**config.mk**
```make
export PLATFORM = sky130hd
export DESIGN_NAME = pokey_keyboard_scan
export DESIGN_NICKNAME = d
export VERILOG_FILES = /design/src/rtl/pokey_keyboard_scan.sv
export SDC_FILE = /design/constraint.sdc
export NUM_CORES = 1
export LEC_CHECK = 0
export BUFFER_PORTS_ARGS = -buffer_cell sky130_fd_sc_hd__buf_2
export CAP_MARGIN = 20
export CORE_MARGIN = 2
export CORE_UTILIZATION = 30
export CTS_CLUSTER_DIAMETER = 80
export CTS_CLUSTER_SIZE = 10
export DETAILED_ROUTE_END_ITERATION = 16
export GPL_TIMING_DRIVEN = 0
export RECOVER_POWER = 100
export SLEW_MARGIN = 10
export SYNTH_ARGS = -nofsm -noshare
export SYNTH_HDL_FRONTEND = slang
export SYNTH_SLANG_ARGS = --single-unit
```
**constraint.sdc**
```tcl
create_clock -name clk -period 1.8 [get_ports clk]
set_input_delay 0.27 -clock clk [delete_from_list [all_inputs] [get_ports clk]]
set_output_delay 0.27 -clock clk [all_outputs]
set_load 0.01 [all_outputs]
```
**src/rtl/pokey_keyboard_scan.sv**
```systemverilog
// POKEY keyboard scanner: walks the 64-key matrix, latches modifiers and
// runs the compare/debounce FSM that produces KBCODE, key-down and IRQ pulses.
module pokey_keyboard_scan #(
  parameter logic [5:0] SHIFT_ADDR = 6'h10,
  parameter logic [5:0] CTRL_ADDR  = 6'h00,
  parameter logic [5:0] BREAK_ADDR = 6'h30
) (
  input  logic       clk,
  input  logic       reset,
  input  logic       keybClk,
  input  logic       init,
  input  logic       scanEn,
  input  logic       debounceEn,
  input  logic       kr1,
  input  logic       kr2,
  output logic [5:0] k,
  output logic [7:0] kbcode,
  output logic       keyDown,
  output logic       shiftDown,
  output logic       keyIrq,
  output logic       breakIrq
);
  typedef enum logic [1:0] {IDLE, DEBOUNCE, HELD, RELEASE} state_t;

  state_t     st;
  logic [5:0] cmp;
  logic       ctrl, brk;
  logic       pressed, mod, at_cmp;

  assign pressed = ~kr1;
  assign mod     = ~kr2;
  assign at_cmp  = (k == cmp);

  always_ff @(posedge clk) begin
    if (reset) begin
      k         <= '0;
      kbcode    <= '0;
      keyDown   <= 1'b0;
      shiftDown <= 1'b0;
      keyIrq    <= 1'b0;
      breakIrq  <= 1'b0;
      st        <= IDLE;
      cmp       <= '0;
      ctrl      <= 1'b0;
      brk       <= 1'b0;
    end else begin
      keyIrq   <= 1'b0;
      breakIrq <= 1'b0;
      if (init) begin
        k         <= '0;
        st        <= IDLE;
        keyDown   <= 1'b0;
        shiftDown <= 1'b0;
        ctrl      <= 1'b0;
        brk       <= 1'b0;
      end else if (!scanEn) begin
        st      <= IDLE;
        keyDown <= 1'b0;
      end else if (keybClk) begin
        k <= k + 6'd1;
        if (k == SHIFT_ADDR) shiftDown <= mod;
        if (k == CTRL_ADDR)  ctrl      <= mod;
        if (k == BREAK_ADDR) begin
          brk      <= mod;
          breakIrq <= mod & ~brk;
        end
        // Accept paths read ctrl/shiftDown before this step's modifier update.
        case (st)
          IDLE: if (pressed) begin
            if (debounceEn) begin
              cmp <= k;
              st  <= DEBOUNCE;
            end else begin
              kbcode  <= {ctrl, shiftDown, k};
              keyDown <= 1'b1;
              cmp     <= k;
              keyIrq  <= 1'b1;
              st      <= HELD;
            end
          end
          DEBOUNCE: if (at_cmp) begin
            if (pressed) begin
              kbcode  <= {ctrl, shiftDown, k};
              keyDown <= 1'b1;
              keyIrq  <= 1'b1;
              st      <= HELD;
            end else begin
              st <= IDLE;
            end
          end
          HELD: if (at_cmp && !pressed) begin
            if (debounceEn) st <= RELEASE;
            else begin
              keyDown <= 1'b0;
              st      <= IDLE;
            end
          end
          RELEASE: if (at_cmp) begin
            if (pressed) st <= HELD;
            else begin
              keyDown <= 1'b0;
              st      <= IDLE;
            end
          end
          default: st <= IDLE;
        endcase
      end
    end
  end
endmodule

```
==> results.yml, run 1 <==
status:
  status: "completed"
finish:
  final_common_cell: "dfxtp_1"
  drive_above_1_share_pct: 14.2
  post-route-cell-area_um2: 1670
  instances_no_fill: 235
  n_fill_cell: 471
  syn_to_final_growth_pct: 17.7
  fin_util_pct: 37.5
  final_cell_mix: "dfxtp_1, clkbuf_1, nor2_1, mux2i_1, nand2b_1"
  antenna_cells: 0
  nNetsFinal: 194
worst_setup_path:
  crit_family: "simple AND/OR/NAND/NOR gates"
  worstSetupEndpointType: "register"
  reg2reg_from: "k[3]"
  cp_max_fo: 9
  cp.required_ns: 1.98
  setup.worst_path.start: "k[3]"
  critical_path_class: "reg2reg"
  critPathLaunchType: "register"
  path_cells: "buf_2 > xor2_1 > nor4_4 > a31oi_1 > buf_6 > mux2i_1"
  cp_slowest_cell: "nor4_4"
  critPathBufInv: 2
  critPathArrivalTime_ns: 1.85
  critPathMaxStageDelay_ns: 0.45
routing:
  drcViolationCount: 0
  routedWlPerCell_um: 12.4
  num_vias: 1135
  viasPerCell: 4.83
  ant_nets: 0
  firstDrtPassIters: 2
  drt-total-wl_um: 2930
  drt_iter0_drc: 102
placement:
  placed_cells: 230
  placed_cell_area_um2: 1610
  gp_routability_congestion: 0.825
  io_buffers: 25
  hpwlAfterDp_um: 2140
sta:
  report.final.slew_viol_count: 0
  worst_pin_slew_ns: 0.578
  skew_ns: 0.00544
  period_needed_ns: 1.68
  finalCritPeriodShare_pct: 93.1
  slew_headroom_pct: 61.1
  hold_ws_ns: 0.173
  setup_viol: 0
  finalHoldViolations: 0
  fmaxAchievable_mhz: 597
yosys:
  yosys_warnings: 0
  synth_area_leaders: "dfxtp_1, mux2i_1, nand2b_1"
  synth-seq-cells: 28
  synth_fp_nets: 163
  ys_seq_area_share_pct: 39.6
  syn_inst: 153
  synth_top_cell_by_area: "dfxtp_1"
  synth_ff_type: "dfxtp_1"
  synth_edf_count: 0
  synth_top_area_share_pct: 39.6
  synth.distinct_cells: 36
  syn_area_um2: 1420
  syn_area_per_cell_um2: 9.26
  async_flop_share_pct: 0
power:
  p_int_uw: 951
  seq_power_share_pct: 51.8
  power.density_nw_per_um2: 724
  net-switching-power_uw: 256
  leakage_uw: 0.000666
  pwr-share-comb_pct: 6.5
  p_sw_share_pct: 21.2
  ir_worst_vdd_mv: 0.287
  total_power_uw: 1210
  p_clk_share_pct: 41.7
global_routing:
  grt_pass1_wl_um: 5050
  first_global_vias: 1084
  grt_max_degree: 17
  grt.total_usage_pct: 12.2
  antenna_found_initial: 0
  grt_remaining_overflow: 0
die:
  initial_core_util_pct: 31.9
  io_pins: 26
  dieArea_um2: 5290
  core-area_um2: 4440
  die-height_um: 72.7
  rows: 24
  die_w_um: 72.7
clock_tree:
  cts.clk_slew.worst_paths_ns: 0.10
  clk_latency_ns: 0.28
  cts_root_buf: "clkbuf_8"
  clkSinkCount: 28
  cts_made_buffers: 3
  cts_tree: "done"
  htree_levels: 1
  clockBufferDepth: 2
run:
  maxCapViolations: 0
min_path:
  hold_start: "kr2"
  hold_class: "in2reg"
==> cell families after synthesis <==
family	share of synthesized area, %
and+or+nand+nor	28.6
xor gates and xnor gates	6.80
muxes	11.3
adders and majority gates	1.77
buffers and inverters	5.65
AOI/OAI and AO/OA	6.27
DFF	39.6
==> routing by layer <==
metal / routed length [um] / part of all wire [%] / vias up / GRT usage (%)
met5: 0 / 0 / - / 0
met1: 1510 / 51 / 530 / 16.6
li1: - / - / 581 / -
met4: 38 / 1.3 / 0 / 4.32
met3: 98 / 3.4 / 6 / 2.35
met2: 1280 / 44 / 18 / 19.2
==> worst paths after layout <==
check / end / slack [ns] / cells past startpoint
hold reg to reg: breakIrq / 0.43 / 1
setup reg to reg: kbcode[0] / 0.12 / 6
setup / recovery: kbcode[0] / 0.12 / 6
hold / removal: breakIrq / 0.17 / 2
==> power groups by stage <==
stage	sequential, uW	clock (uW)	combinational [uW]
after floorplan	639	0	48.8
after global routing	626	543	88.3
after global placement	640	0	79.5
after detailed placement	640	0	79.3
final	625	503	78.9
after CTS	625	523	79.5
==> state kept, by name (all words and copies together), names as in the netlist <==
name and cells:
keyIrq 1, shiftDown 1, k 6, kbcode 8, brk 1, breakIrq 1, cmp 6, ctrl 1
keyDown 1, st 2
==> cell type report <==
cell class                 instances  area (um2)  area share (%)
clock inverter                     1        30.0            1.80
sequential                        28         561            33.6
inverter                           4        15.0           0.901
clock buffer                       3        41.3            2.48
timing repair buffer              26         109            6.53
buffer                            12        65.1            3.90
multi-input combinational        109         781            46.8
tap                               52        65.1            3.90
==> synth_stat cells (2+ instances only) <==
library cell,instances
and3_1,3
and2_1,2
nand4_1,3
ha_1,2
o21ai_0,2
buf_2,4
clkbuf_1,6
xor2_1,8
or3_1,2
nand3b_1,2
or2_2,2
nand2b_1,15
dfxtp_1,28
nor4b_1,2
nor4_1,2
buf_6,2
nand2_1,7
a21oi_1,4
xnor2_1,3
a31oi_1,2
inv_1,4
nor3b_1,2
nor4_4,2
nor2_1,16
nand3_1,2
mux2i_1,16
==> through the flow <==
| step | setup TNS (ns) | setup slack, ns |
|---|---|---|
| finish | 0 | 0.125 |
| global route | -0.00193 | -0.00193 |
| CTS | 0 | 0.0236 |
| detailed placement | 0 | 0.0575 |
| global placement | 0 | 0.0806 |
| floorplan | 0 | 0.234 |
==> repair_timing <==
item / 4_1_cts / 5_1_grt
hold buffers: 0 / 0
gates resized for setup: 0 / 1
setup buffers: 0 / 1
endpoints found under the setup margin: 0 / 11
(Power assumes the default switching activity.)
==> run 2: changes to the inputs <==
--- a/config.mk
+++ b/config.mk
@@ -13,7 +13,6 @@
 export CTS_CLUSTER_SIZE = 10
 export DETAILED_ROUTE_END_ITERATION = 16
 export GPL_TIMING_DRIVEN = 0
-export RECOVER_POWER = 100
 export SLEW_MARGIN = 10
 export SYNTH_ARGS = -nofsm -noshare
 export SYNTH_HDL_FRONTEND = slang
==> constraint.sdc (replaced) <==
create_clock -name clk -period 1.8 [get_ports clk]
set_input_delay 0.18 -clock clk [delete_from_list [all_inputs] [get_ports clk]]
set_output_delay 0.18 -clock clk [all_outputs]
set_load 0.01 [all_outputs]
==> run 2 against run 1 <==
  * First-iteration DRC count increased by 5.9%
  * Non-clock buffer count unchanged
  * Setup slack improved by 0.0063 ns
  * Highest routed layer unchanged
  * Critical endpoint unchanged
==> results.yml, run 2 (same netlist as run 1, synthesis figures left out) <==
global_routing:
  grt_max_degree: 17
  grt.total_usage_pct: 12.2
  first_global_vias: 1084
  grt_remaining_overflow: 0
  antenna_found_initial: 0
  grt_pass1_wl_um: 5050
clock_tree:
  cts_root_buf: "clkbuf_8"
  clkSinkCount: 28
  clockBufferDepth: 2
  cts_tree: "done"
  cts.clk_slew.worst_paths_ns: 0.10
  cts_made_buffers: 3
  htree_levels: 1
  clk_latency_ns: 0.28
  hold_buffers: 0
finish:
  drive_above_1_share_pct: 24.6
  largest_reg_flops: 8
  regMostFlops: "kbcode"
  final_common_cell: "buf_2"
  syn_to_final_growth_pct: 19.3
  multi_input_area_um2: 781
  nNetsFinal: 194
  final_cell_mix: "buf_2, dfxtp_1, nor2_1, mux2i_1, nand2b_1"
  regArea_um2: 561
  antenna_cells: 0
  n_fill_cell: 456
  reg_top3: "kbcode: 8 flops, cmp: 6 flops, k: 6 flops"
worst_setup_path:
  cp_max_fo: 9
  reg2reg_from: "k[3]"
  critPathLaunchType: "register"
  setup.worst_path.start: "k[3]"
  critPathArrivalTime_ns: 1.84
  cp.required_ns: 1.98
  worstSetupEndpointType: "register"
  critical_path_class: "reg2reg"
power:
  leakage_uw: 0.000748
  ir_worst_vdd_mv: 0.287
  power.density_nw_per_um2: 715
status:
  status: "completed"
sta:
  worst_slack_ns: 0.131
  skew_ns: 0.00591
  worst_pin_slew_ns: 0.579
  finalHoldViolations: 0
  hold_ws_ns: 0.0836
  slew_headroom_pct: 61.1
  setup_tns_ns: 0
  fmaxAchievable_mhz: 599
  rsz0062_at_grt: "no"
  setup_viol: 0
  finalCritPeriodShare_pct: 92.7
  report.final.slew_viol_count: 0
  period_needed_ns: 1.67
routing:
  routedWlPerCell_um: 12.4
  num_vias: 1127
  drcViolationCount: 0
  viasPerCell: 4.80
  firstDrtPassIters: 2
  drt-total-wl_um: 2920
  drt_iter0_drc: 108
  ant_nets: 0
placement:
  gp_routability_congestion: 0.825
  dp_slack_ns: 0.0575
  io_buffers: 25
  hpwlAfterDp_um: 2140
die:
  initial_core_util_pct: 31.9
  core-area_um2: 4440
  die-height_um: 72.7
  io_pins: 26
  die_w_um: 72.7
  dieArea_um2: 5290
  rows: 24
min_path:
  hold_class: "in2reg"
  hold_start: "kr2"
run:
  maxCapViolations: 0
[run 2: metal layers]
| layer | vias to the layer above | global-route usage (%) | wire (um) | part of all wire (%) |
|---|---|---|---|---|
| li1 | 581 | - | - | - |
| met1 | 525 | 16.6 | 1510 | 52 |
| met2 | 17 | 19.2 | 1290 | 44 |
| met3 | 4 | 2.35 | 94 | 3.2 |
| met4 | 0 | 4.32 | 24 | 0.82 |
| met5 | - | 0 | 0 | 0 |
[run 2: final timing paths]
| kind | end | slack [ns] | cells after the start |
|---|---|---|---|
| setup / recovery | kbcode[0] | 0.13 | 6 |
| hold / removal | breakIrq | 0.08 | 2 |
| setup reg to reg | kbcode[0] | 0.13 | 6 |
| hold reg to reg | breakIrq | 0.43 | 1 |
[run 2: final cells by class]
cell class	count	share of cell area [%]
Timing Repair Buffer	26	7.85
Clock inverter	1	1.78
Buffer	12	3.85
Inverter	4	0.888
Multi-Input combinational cell	109	46.2
Sequential cell	28	33.2
Tap cell	52	3.85
Clock buffer	3	2.44
[run 2: report_power, final]
| part | leakage (uW) | internal (uW) | total, uW | switching, uW |
|---|---|---|---|---|
| Combinational | 0.000487 | 32.4 | 79.6 | 47.2 |
| Sequential | 0.000226 | 622 | 625 | 3.44 |
| Clock | 0.0000357 | 298 | 503 | 205 |
| Total | 0.000748 | 952 | 1210 | 256 |
[run 2: through the flow]
stage	std cells	cell area (um2)	util (%)	total power, uW
floorplan	153	1420	-	688
global placement	230	1610	36.1	719
detailed placement	230	1610	36.1	719
CTS	234	1680	37.8	1230
global route	235	1690	38.0	1260
finish	235	1690	38.0	1210
[run 2: critical path, stage by stage, from the launching register on]
cell     delay (ns)
dfxtp_1        0.32
buf_2          0.17
xor2_1         0.18
nor4_4         0.44
a31oi_1        0.16
buf_6          0.18
mux2i_1        0.12
[run 2: what timing repair did]
| item | in CTS | in global routing |
|---|---|---|
| gates resized for setup | 0 | 1 |
| buffers inserted | 0 | 1 |
| endpoints found under the setup margin | 0 | 11 |
==> run 3: changes to the inputs <==
--- a/config.mk
+++ b/config.mk
@@ -13,6 +13,7 @@
 export CTS_CLUSTER_SIZE = 10
 export DETAILED_ROUTE_END_ITERATION = 16
 export GPL_TIMING_DRIVEN = 0
+export PLACE_DENSITY = 0.48
 export SLEW_MARGIN = 10
 export SYNTH_ARGS = -nofsm -noshare
 export SYNTH_HDL_FRONTEND = slang
==> run 3 against run 2 <==
  * Non-clock buffer count is 1 higher
  * Critical path type unchanged
  * Utilization rose by 0.39 points
  * Global-route usage increased by 0.41 points
  * Wire length increased by 6.8%
  * Highest routed layer unchanged
  * Hold slack worse by 0.0011 ns
  * Critical endpoint unchanged
  * Via count grew 2.2%
  * Total power decreased by 0.16%
  * Clock skew down 0.00079 ns
==> results.yml, run 3 (same netlist as run 1, synthesis figures left out) <==
status:
  status: "completed"
die:
  die_w_um: 72.7
  rows: 24
  initial_core_util_pct: 31.9
  io_pins: 26
  core-area_um2: 4440
  die-height_um: 72.7
  dieArea_um2: 5290
worst_setup_path:
  critPathBufInv: 2
  cp.depth: 6
  critPathMaxStageDelay_ns: 0.52
  critical_path_class: "reg2reg"
  path_cells: "xor2_1 > nor4_4 > buf_4 > a31oi_2 > buf_2 > mux2i_1"
  r2r-end: "kbcode[0]"
  cp_slowest_cell: "dfxtp_1"
  reg2regPathDepth: 6
  worstSetupEndpointType: "register"
  crit_family: "flip-flops"
  reg2reg_from: "k[0]"
  critPathArrivalTime_ns: 1.91
  critPathLaunchType: "register"
  cp.required_ns: 2.01
  cp_max_fo: 8
  crit_end: "kbcode[0]"
  ff2ff_setup_slack_ns: 0.11
  setup.worst_path.start: "k[0]"
placement:
  placed_cells: 230
  io_buffers: 25
  hpwlAfterDp_um: 2230
  gp_routability_congestion: 0.840
routing:
  routedWlPerCell_um: 13.2
  firstDrtPassIters: 6
  drt_iter0_drc: 74
  drt-total-wl_um: 3120
  num_vias: 1152
  viasPerCell: 4.88
  ant_nets: 0
  drcViolationCount: 0
sta:
  period_needed_ns: 1.69
  finalHoldViolations: 0
  hold_ws_ns: 0.0825
  finalCritPeriodShare_pct: 94.1
  skew_ns: 0.00512
  rsz0062_at_grt: "no"
  setup_viol: 0
  slew_headroom_pct: 62.3
  fmaxAchievable_mhz: 590
  report.final.slew_viol_count: 0
  worst_pin_slew_ns: 0.561
  setup_tns_ns: 0
min_path:
  min_path_cells: 2
  hold_class: "in2reg"
clock_tree:
  hold_buffers: 0
  cts_made_buffers: 3
  cts_root_buf: "clkbuf_8"
  htree_levels: 1
  clkSinkCount: 28
  cts_tree: "done"
  clk_latency_ns: 0.27
  cts.clk_slew.worst_paths_ns: 0.10
  clockBufferDepth: 2
power:
  seq_power_share_pct: 51.8
  total_power_uw: 1210
  power.density_nw_per_um2: 706
  ir_worst_vdd_mv: 0.287
  pwr-share-comb_pct: 6.7
  net-switching-power_uw: 254
  leakage_uw: 0.000751
  p_sw_share_pct: 21.0
  p_clk_share_pct: 41.5
  p_int_uw: 952
finish:
  n_fill_cell: 468
  drive_above_1_share_pct: 26.1
  instances_no_fill: 236
  reg_top3: "kbcode: 8 flops, cmp: 6 flops, k: 6 flops"
  final_cell_mix: "buf_2, dfxtp_1, nor2_1, mux2i_1, nand2b_1"
  syn_to_final_growth_pct: 20.6
  antenna_cells: 0
  nNetsFinal: 195
  final_common_cell: "buf_2"
  largest_reg_flops: 8
  regMostFlops: "kbcode"
run:
  maxCapViolations: 0
global_routing:
  grt_pass1_wl_um: 5250
  antenna_found_initial: 0
  grt_remaining_overflow: 0
  grt.total_usage_pct: 12.6
  grt_max_degree: 17
  first_global_vias: 1123
==> run 3: cell types whose count changed in the layout (fill, tap and decap cells not counted), sizes merged <==
cell,previous run,this run
buf,32,33
==> run 3: per-layer routing <==
layer  vias up  share of wire [%]  GRT usage [%]
li1        585                  -              -
met2        31                 46           21.0
met5         -                  0              0
met4         0               0.64           3.91
met3         2                4.6           2.07
met1       534                 49           16.6
==> run 3: how the worst min path moves through the flow <==
stage               from  endpoint  slack, ns
CTS                  kr2  breakIrq       0.07
global placement     kr2  breakIrq       0.38
detailed placement   kr2  breakIrq       0.38
global route         kr2  breakIrq       0.08
floorplan            kr2  breakIrq       0.26
finish               kr2  breakIrq       0.08
==> run 3: layout make-up <==
| cell class | count | area (um2) | area share [%] |
|---|---|---|---|
| plain buffers | 12 | 70.1 | 4.10 |
| clock buffers | 3 | 41.3 | 2.42 |
| clock inverters | 1 | 30.0 | 1.76 |
| inverters | 4 | 15.0 | 0.879 |
| multi-input cells | 109 | 787 | 46.1 |
| flip-flops and latches | 28 | 562 | 32.9 |
| well taps | 52 | 65.1 | 3.81 |
| repair buffers | 27 | 138 | 8.06 |
==> run 3: power by group through the flow <==
stage / Combinational, uW / Clock [uW] / Sequential [uW]
after global routing: 90.2 / 540 / 626
final: 80.5 / 500 / 625
after global placement: 77.8 / 0 / 640
after CTS: 79.1 / 520 / 626
after detailed placement: 78.9 / 0 / 640
after floorplan: 48.8 / 0 / 639
==> run 3: worst reg2reg max path, cell delays in order (launching register included) <==
cell     delay (ns)
dfxtp_1        0.52
xor2_1         0.28
nor4_4         0.05
buf_4          0.17
a31oi_2        0.19
buf_2          0.22
mux2i_1        0.20
==> run 3: what timing repair did <==
action                     CTS  global route
gates resized for setup      0             7
setup buffers                0             1
setup endpoints to repair    0            12
==> run 3: stage by stage <==
stage | utilization (%) | setup slack [ns] | area, um2
CTS | 37.8 | 0.0467 | 1680
global placement | 36.1 | 0.0820 | 1610
detailed placement | 36.1 | 0.0676 | 1610
finish | 38.4 | 0.106 | 1710
floorplan | - | 0.234 | 1420
global route | 38.4 | 0.00499 | 1710
